==> src/rtl/pipeline_pkg.sv <==
// Shared front-end pipeline definitions: default PC width, reset PC and the
// fetch redirect controller state encoding.
package pipeline_pkg;

  localparam int unsigned XLEN     = 32;
  localparam logic [31:0] RESET_PC = 32'h0;

  typedef enum logic [1:0] {
    BOOT = 2'd0,
    RUN  = 2'd1,
    PEND = 2'd2
  } fetch_state_t;

endpackage

==> src/rtl/fetch_redirect_ctrl_sat_counter.sv <==
// Saturating up-counter: counts inc pulses, sticks at all-ones, clears on reset.
module sat_counter #(
  parameter int unsigned WIDTH = 32
) (
  input  logic             clk,
  input  logic             rst,
  input  logic             inc,
  output logic [WIDTH-1:0] count
);

  always_ff @(posedge clk or posedge rst) begin
    if (rst) begin
      count <= '0;
    end else if (inc && (count != '1)) begin
      count <= count + WIDTH'(1);
    end
  end

endmodule

==> src/rtl/fetch_redirect_ctrl.sv <==
// Fetch PC owner and redirect sequencer (BOOT/RUN/PEND); redirects that hit an
// outstanding fetch are parked in PEND. Statistics counters under FETCH_REDIRECT_STATS_EN.
module fetch_redirect_ctrl #(
  parameter int unsigned     XLEN     = pipeline_pkg::XLEN,
  parameter logic [XLEN-1:0] RESET_PC = pipeline_pkg::RESET_PC,
  parameter int unsigned     PC_STEP  = 1
) (
  input  logic            clk,
  input  logic            reset,
  input  logic            ex_valid,
  input  logic            jump,
  input  logic [XLEN-1:0] next,
  input  logic            stall,
  input  logic            imem_ready,
  output logic [XLEN-1:0] pc,
  output logic            imem_req,
  output logic            fetch_valid,
  output logic            flush_if_id,
  output logic            flush_id_ex,
  output logic            redirect_pending,
  output logic [31:0]     redirect_count,
  output logic [31:0]     pend_count
);

  import pipeline_pkg::*;

  fetch_state_t    state, state_n;
  logic [XLEN-1:0] pc_n;
  logic [XLEN-1:0] pend_target, pend_target_n;
  logic            redir;
  logic            pend_enter;

  assign redir      = ex_valid & jump & (state != BOOT);
  assign pend_enter = (state == RUN) & redir & ~imem_ready;

  always_ff @(posedge clk or posedge reset) begin
    if (reset) begin
      state       <= BOOT;
      pc          <= RESET_PC;
      pend_target <= '0;
    end else begin
      state       <= state_n;
      pc          <= pc_n;
      pend_target <= pend_target_n;
    end
  end

  always_comb begin
    state_n       = state;
    pc_n          = pc;
    pend_target_n = pend_target;
    case (state)
      BOOT: state_n = RUN;
      RUN: begin
        if (redir) begin
          if (imem_ready) begin
            pc_n = next;
          end else begin
            pend_target_n = next;
            state_n       = PEND;
          end
        end else if (!stall && imem_ready) begin
          pc_n = pc + XLEN'(PC_STEP);
        end
      end
      PEND: begin
        // A redirect arriving in the same cycle supersedes the parked target.
        if (redir) pend_target_n = next;
        if (imem_ready) begin
          pc_n    = redir ? next : pend_target;
          state_n = RUN;
        end
      end
      default: state_n = BOOT;
    endcase
  end

  assign imem_req         = (state != BOOT);
  assign redirect_pending = (state == PEND);
  assign fetch_valid      = imem_ready & (state == RUN) & ~redir & ~stall;
  assign flush_if_id      = redir;
  assign flush_id_ex      = redir;

`ifdef FETCH_REDIRECT_STATS_EN
  sat_counter #(.WIDTH(32)) u_redirect_cnt (
    .clk   (clk),
    .rst   (reset),
    .inc   (redir),
    .count (redirect_count)
  );

  sat_counter #(.WIDTH(32)) u_pend_cnt (
    .clk   (clk),
    .rst   (reset),
    .inc   (pend_enter),
    .count (pend_count)
  );
`else
  assign redirect_count = '0;
  assign pend_count     = '0;
  logic unused_stats;
  assign unused_stats = pend_enter;
`endif

endmodule

==> config.mk <==
export PLATFORM = sky130hd
export DESIGN_NAME = fetch_redirect_ctrl
export DESIGN_NICKNAME = d
export VERILOG_FILES = /design/src/rtl/pipeline_pkg.sv /design/src/rtl/fetch_redirect_ctrl_sat_counter.sv /design/src/rtl/fetch_redirect_ctrl.sv
export SDC_FILE = /design/constraint.sdc
export NUM_CORES = 1
export LEC_CHECK = 0
export CORE_MARGIN = 8
export CORE_UTILIZATION = 45
export DETAILED_ROUTE_END_ITERATION = 7
export HOLD_SLACK_MARGIN = 0.03
export PLACE_DENSITY = 0.84
export SLEW_MARGIN = 40
export SYNTH_ARGS = -nofsm -noshare
export SYNTH_HDL_FRONTEND = slang
export SYNTH_SLANG_ARGS = --single-unit
==> constraint.sdc <==
create_clock -name clk -period 2.95 [get_ports clk]
set_input_delay 0.4425 -clock clk [delete_from_list [all_inputs] [get_ports clk]]
set_output_delay 0.4425 -clock clk [all_outputs]
set_load 0.01 [all_outputs]
# == Word-level counts from Yosys, hierarchy flattened ==
# Index checks and enable logic that the tools add are counted.
# word_totals
reg_bits,66
latch_bits,0
ram_bits,0
rom_bits,0
out_inout_bits,101
memories,0
# classes
n_addsub,1
n_mul,0
div,0
n_lt_le_gt_ge,0
eq_ne,7
n_shift,0
n_mux,13
bitwise_logic,7
n_reduce_logical,8
# op_table
operator,count
$mux W32,7
$pmux W32 S2,2
$add A32 B1 Y32 const B,1
$mux W2,3
$ne A2 B2 Y1 const B,3
$ne A3 B3 Y1 const B,2
$pmux W2 S3,1
$reduce_and A3 Y1,2
$and A1 B1 Y1,5
$reduce_and A4 Y1,1
$reduce_bool A2 Y1,2
$eq A2 B1 Y1 const B,1
$eq A2 B2 Y1 const B,1
$logic_not A2 Y1,1
$not A1 Y1,2
$logic_and A1 B1 Y1,1
$logic_not A1 Y1,1

# == Longest topological paths before layout ==
# depth
ltp_word,5
ltp_mapped,10

# == Least setup slack after synthesis ==
# OpenSTA, ideal clock, no wires.
# synth_timing
kind,flip-flop to output port
start,register state[0]
end,output flush_if_id
t_arrival_ps,1880
setup_slack_ps,628
path_stages_with_launch,9
n_path_buf,4
cell_sequence,dfrtp_1 -> inv_1 -> ha_1 -> nand3b_1 -> buf_2 -> clkinv_1 -> clkbuf_1 -> clkbuf_1 -> buf_4
# synth_between
elab_chain_len,2
# synth_rtl
element,line,text
"start, declared",fetch_redirect_ctrl.sv:27,"fetch_state_t state, state_n;"
"start signal, assigned",fetch_redirect_ctrl.sv:42,state <= state_n;
$reduce_bool A2 Y1,fetch_redirect_ctrl.sv:33,assign redir = ex_valid & jump & (state != BOOT);
$and A1 B1 Y1,fetch_redirect_ctrl.sv:33,
"end, declared",fetch_redirect_ctrl.sv:18,"output logic flush_if_id,"
# Every way passes these cells.

# == Worst setup path after layout ==
# layout_timing
start,register state[1]
end,output fetch_valid
# layout_between
elab_chain_len,5
word_cells_on_any_way,7
cone_classes,1 x eq/ne; 5 x bitwise; 1 x reduce/logical
# layout_rtl
element,line,text
$reduce_bool A2 Y1,fetch_redirect_ctrl.sv:33,
$and A1 B1 Y1,fetch_redirect_ctrl.sv:33,
$not A1 Y1,fetch_redirect_ctrl.sv:80,assign fetch_valid = imem_ready & (state == RUN) & ~redir & ~stall;
$and A1 B1 Y1 * (2 in series),fetch_redirect_ctrl.sv:80,
"end, declared",fetch_redirect_ctrl.sv:17,"output logic fetch_valid,"
# Mark *: on every way between the ends. The rest lies on a longest branch, timed or not.

==> qor.yml <==
yosysTopAreaCell: "dfrtp_1"
hold_path.class: "reg -> reg"
dr_total_vias: 3839
clock_skew_ps: 6.726
crit_arrival_ps: 2150
design.die.area_um2: 12840
grt.overflow.total: 0
fin_setup_tns_ps: 0
die_y_um: 113.3
r2r_cells: 8
drc: 0
async_reset_ff_frac: 1.000
synthFlopType: "dfrtp_1"
dr.pass1.iters: 5
place_congestion: 0.8246
synth-xor-area-share: 0.01028
fmax_mhz: 385.3
syn_area_um2: 4260
grt.total_usage: 0.1790
core_um2: 9196
p_total_mw: 5.135
synth-simple-area-share: 0.1568
cts_root_buf: "clkbuf_8"
dp_hpwl_um: 8089
final_area_um2: 5156
ys_types: 52
synth_commonest_cells: "66 x dfrtp_1, 65 x buf_4, 48 x a21oi_1, 38 x o21ai_0"
numCtsBuffers: 9
criticalPathCategory: "reg -> out"
synth_edf_count: 0
vias_per_cell: 5.843
ys_seq_area_frac: 0.3877
final-setup-viol-count: 0
outcome: "finished, final reports clean"
antenna_cells: 0
insertion_delay_ps: 340
fillers: 780
irDropWorstVdd_mv: 0.7926
cts_tree: "yes"
avgSynthCellArea_um2: 9.026
ys_ff_latch: 66
finalCritPeriodShare: 0.8798
port_buffers: 74
synth_top_area_share: 0.3877
synth.most_common_cell: "dfrtp_1"
cts_resized: 0
dr_wl_met2_um: 5570
io_pins: 139
cts.sinks: 66
die_x_um: 113.3
route.met3.wl_um: 1132
wl_per_cell_um: 17.73
synth_compound_area_frac: 0.1924
maxUsedRoutingLayer: "met4"
final.min_clock_period_ps: 2596
drive_above_1_share: 0.1282
max_slew_margin: 0.5486
area_growth_pct: 21.03
cp-start-kind: "flop"
synth_top_family_by_area: "compound AO/OA/AOI/OAI gates"
synthMuxAreaShare: 0.08928
core.rowCount: 35
cp_max_fo: 3
h-tree-depth: 3
synthTopCellsByArea: "dfrtp_1 39%, buf_4 11%, mux2_2 8.5%, a21oi_1 5.6%, o21ai_0 4.5%"
antenna_found_initial: 0
finalMaxSlewViolations: 0
routed_wl_um: 11650
drv_cap: 0
grt_start_max_net_pins: 39
cts_setup_buffers: 0
grt_pass1_wl_um: 19020
cp.required_ps: 2510
drtIter0Drc: 310
min_path_cells: 1
yosys_warnings: 0
rsz0062_at_grt: "no"
placed_area_um2: 4905
start_util: 0.4633
holdBufCountCts: 0
power_density_nw_per_um2: 995.9
clk_pin_slew_ps: 70
ant_nets: 0
power_leakage_nw: 2.194
cts.path.max_buffers: 2
nNetsFinal: 583
hold_viol_final: 0
drt-met1-wl_um: 4796
worstMarginPinSlew_ps: 674.7
synthCells: 472
first_global_vias: 3740
end_kind: "primary output"
synth_adder_area_share: 0.01175
## metrics by stage
step                setup WS [ps]  cells  hold slack, ps  utilization
floorplan                   627.9    535           470.1            -
global placement            559.7    641           479.1       0.5333
detailed placement          494.4    641           484.8       0.5333
CTS                         330.7    657           500.0       0.5607
global route                129.1    657           510.4       0.5607
finish                      354.5    657           500.4       0.5607
## kinds of logic (layout without fill, tap and decap cells)
family	Yosys count	count (layout)
other	1	64
and+or+nand+nor	124	124
adders and majority gates	4	4
buffers and inverters	104	115
muxes	34	34
xor gates and xnor gates	5	5
DFF	66	66
AOI/OAI and AO/OA	134	134
## cells in the final DEF (no fill, tap or decap), drive strengths merged, types with 10 or more instances in the layout
master and n:
nand4 10, nand3 21, and3 13, mux2 32
o21ai 40, a21oi 48, nor2 21, buf 13
clkdlybuf4s50 74, clkbuf 11, dfrtp 66, inv 11
conb 64, nand2 33
## power by group
part           internal (mW)  total (mW)  switching [mW]  leakage (nW)
sequential              1.35        1.83           0.478         0.778
clock                  0.605       0.962           0.357         0.129
combinational           1.20        2.34            1.15          1.29
## cell type report
cell class,instances,area [um^2],area share
multi-input cells,365,2206,0.4278
flip-flops and latches,66,1652,0.3203
repair buffers,87,863.3,0.1674
clock buffers,11,151.4,0.02936
well taps,111,138.9,0.02694
clock inverters,5,100.1,0.01941
inverters,12,45.04,0.008736
## flip-flops by register name (all words and copies together), names as in the netlist
name         cells
state            2
pc              32
pend_target     32
## critical path: stages (launching register included)
cell and delay (ps):
dfrtp_1 400, inv_1 100, ha_1 170, nand3b_1 140, clkinv_1 130, nor3_1 280
clkdlybuf4s50_1 600
## path summary, 6_finish.rpt
path | slack [ps] | endpoint | start
setup / recovery | 350 | fetch_valid | state[1]
hold / removal | 500 | pend_target[9] | pend_target[9]
setup reg to reg | 610 | pc[26] | state[1]
hold reg to reg | 500 | pend_target[9] | pend_target[9]
max in group asynchronous | 1780 | pc[6] | reset
min in group asynchronous | 530 | pc[25] | reset
## routing by layer
metal / GRT usage / up-vias
met4: 0.06394 / 0
met3: 0.04686 / 26
met2: 0.2960 / 247
met1: 0.2200 / 1855
met5: 0 / -
li1: - / 1711
(Power assumes the default switching activity.)
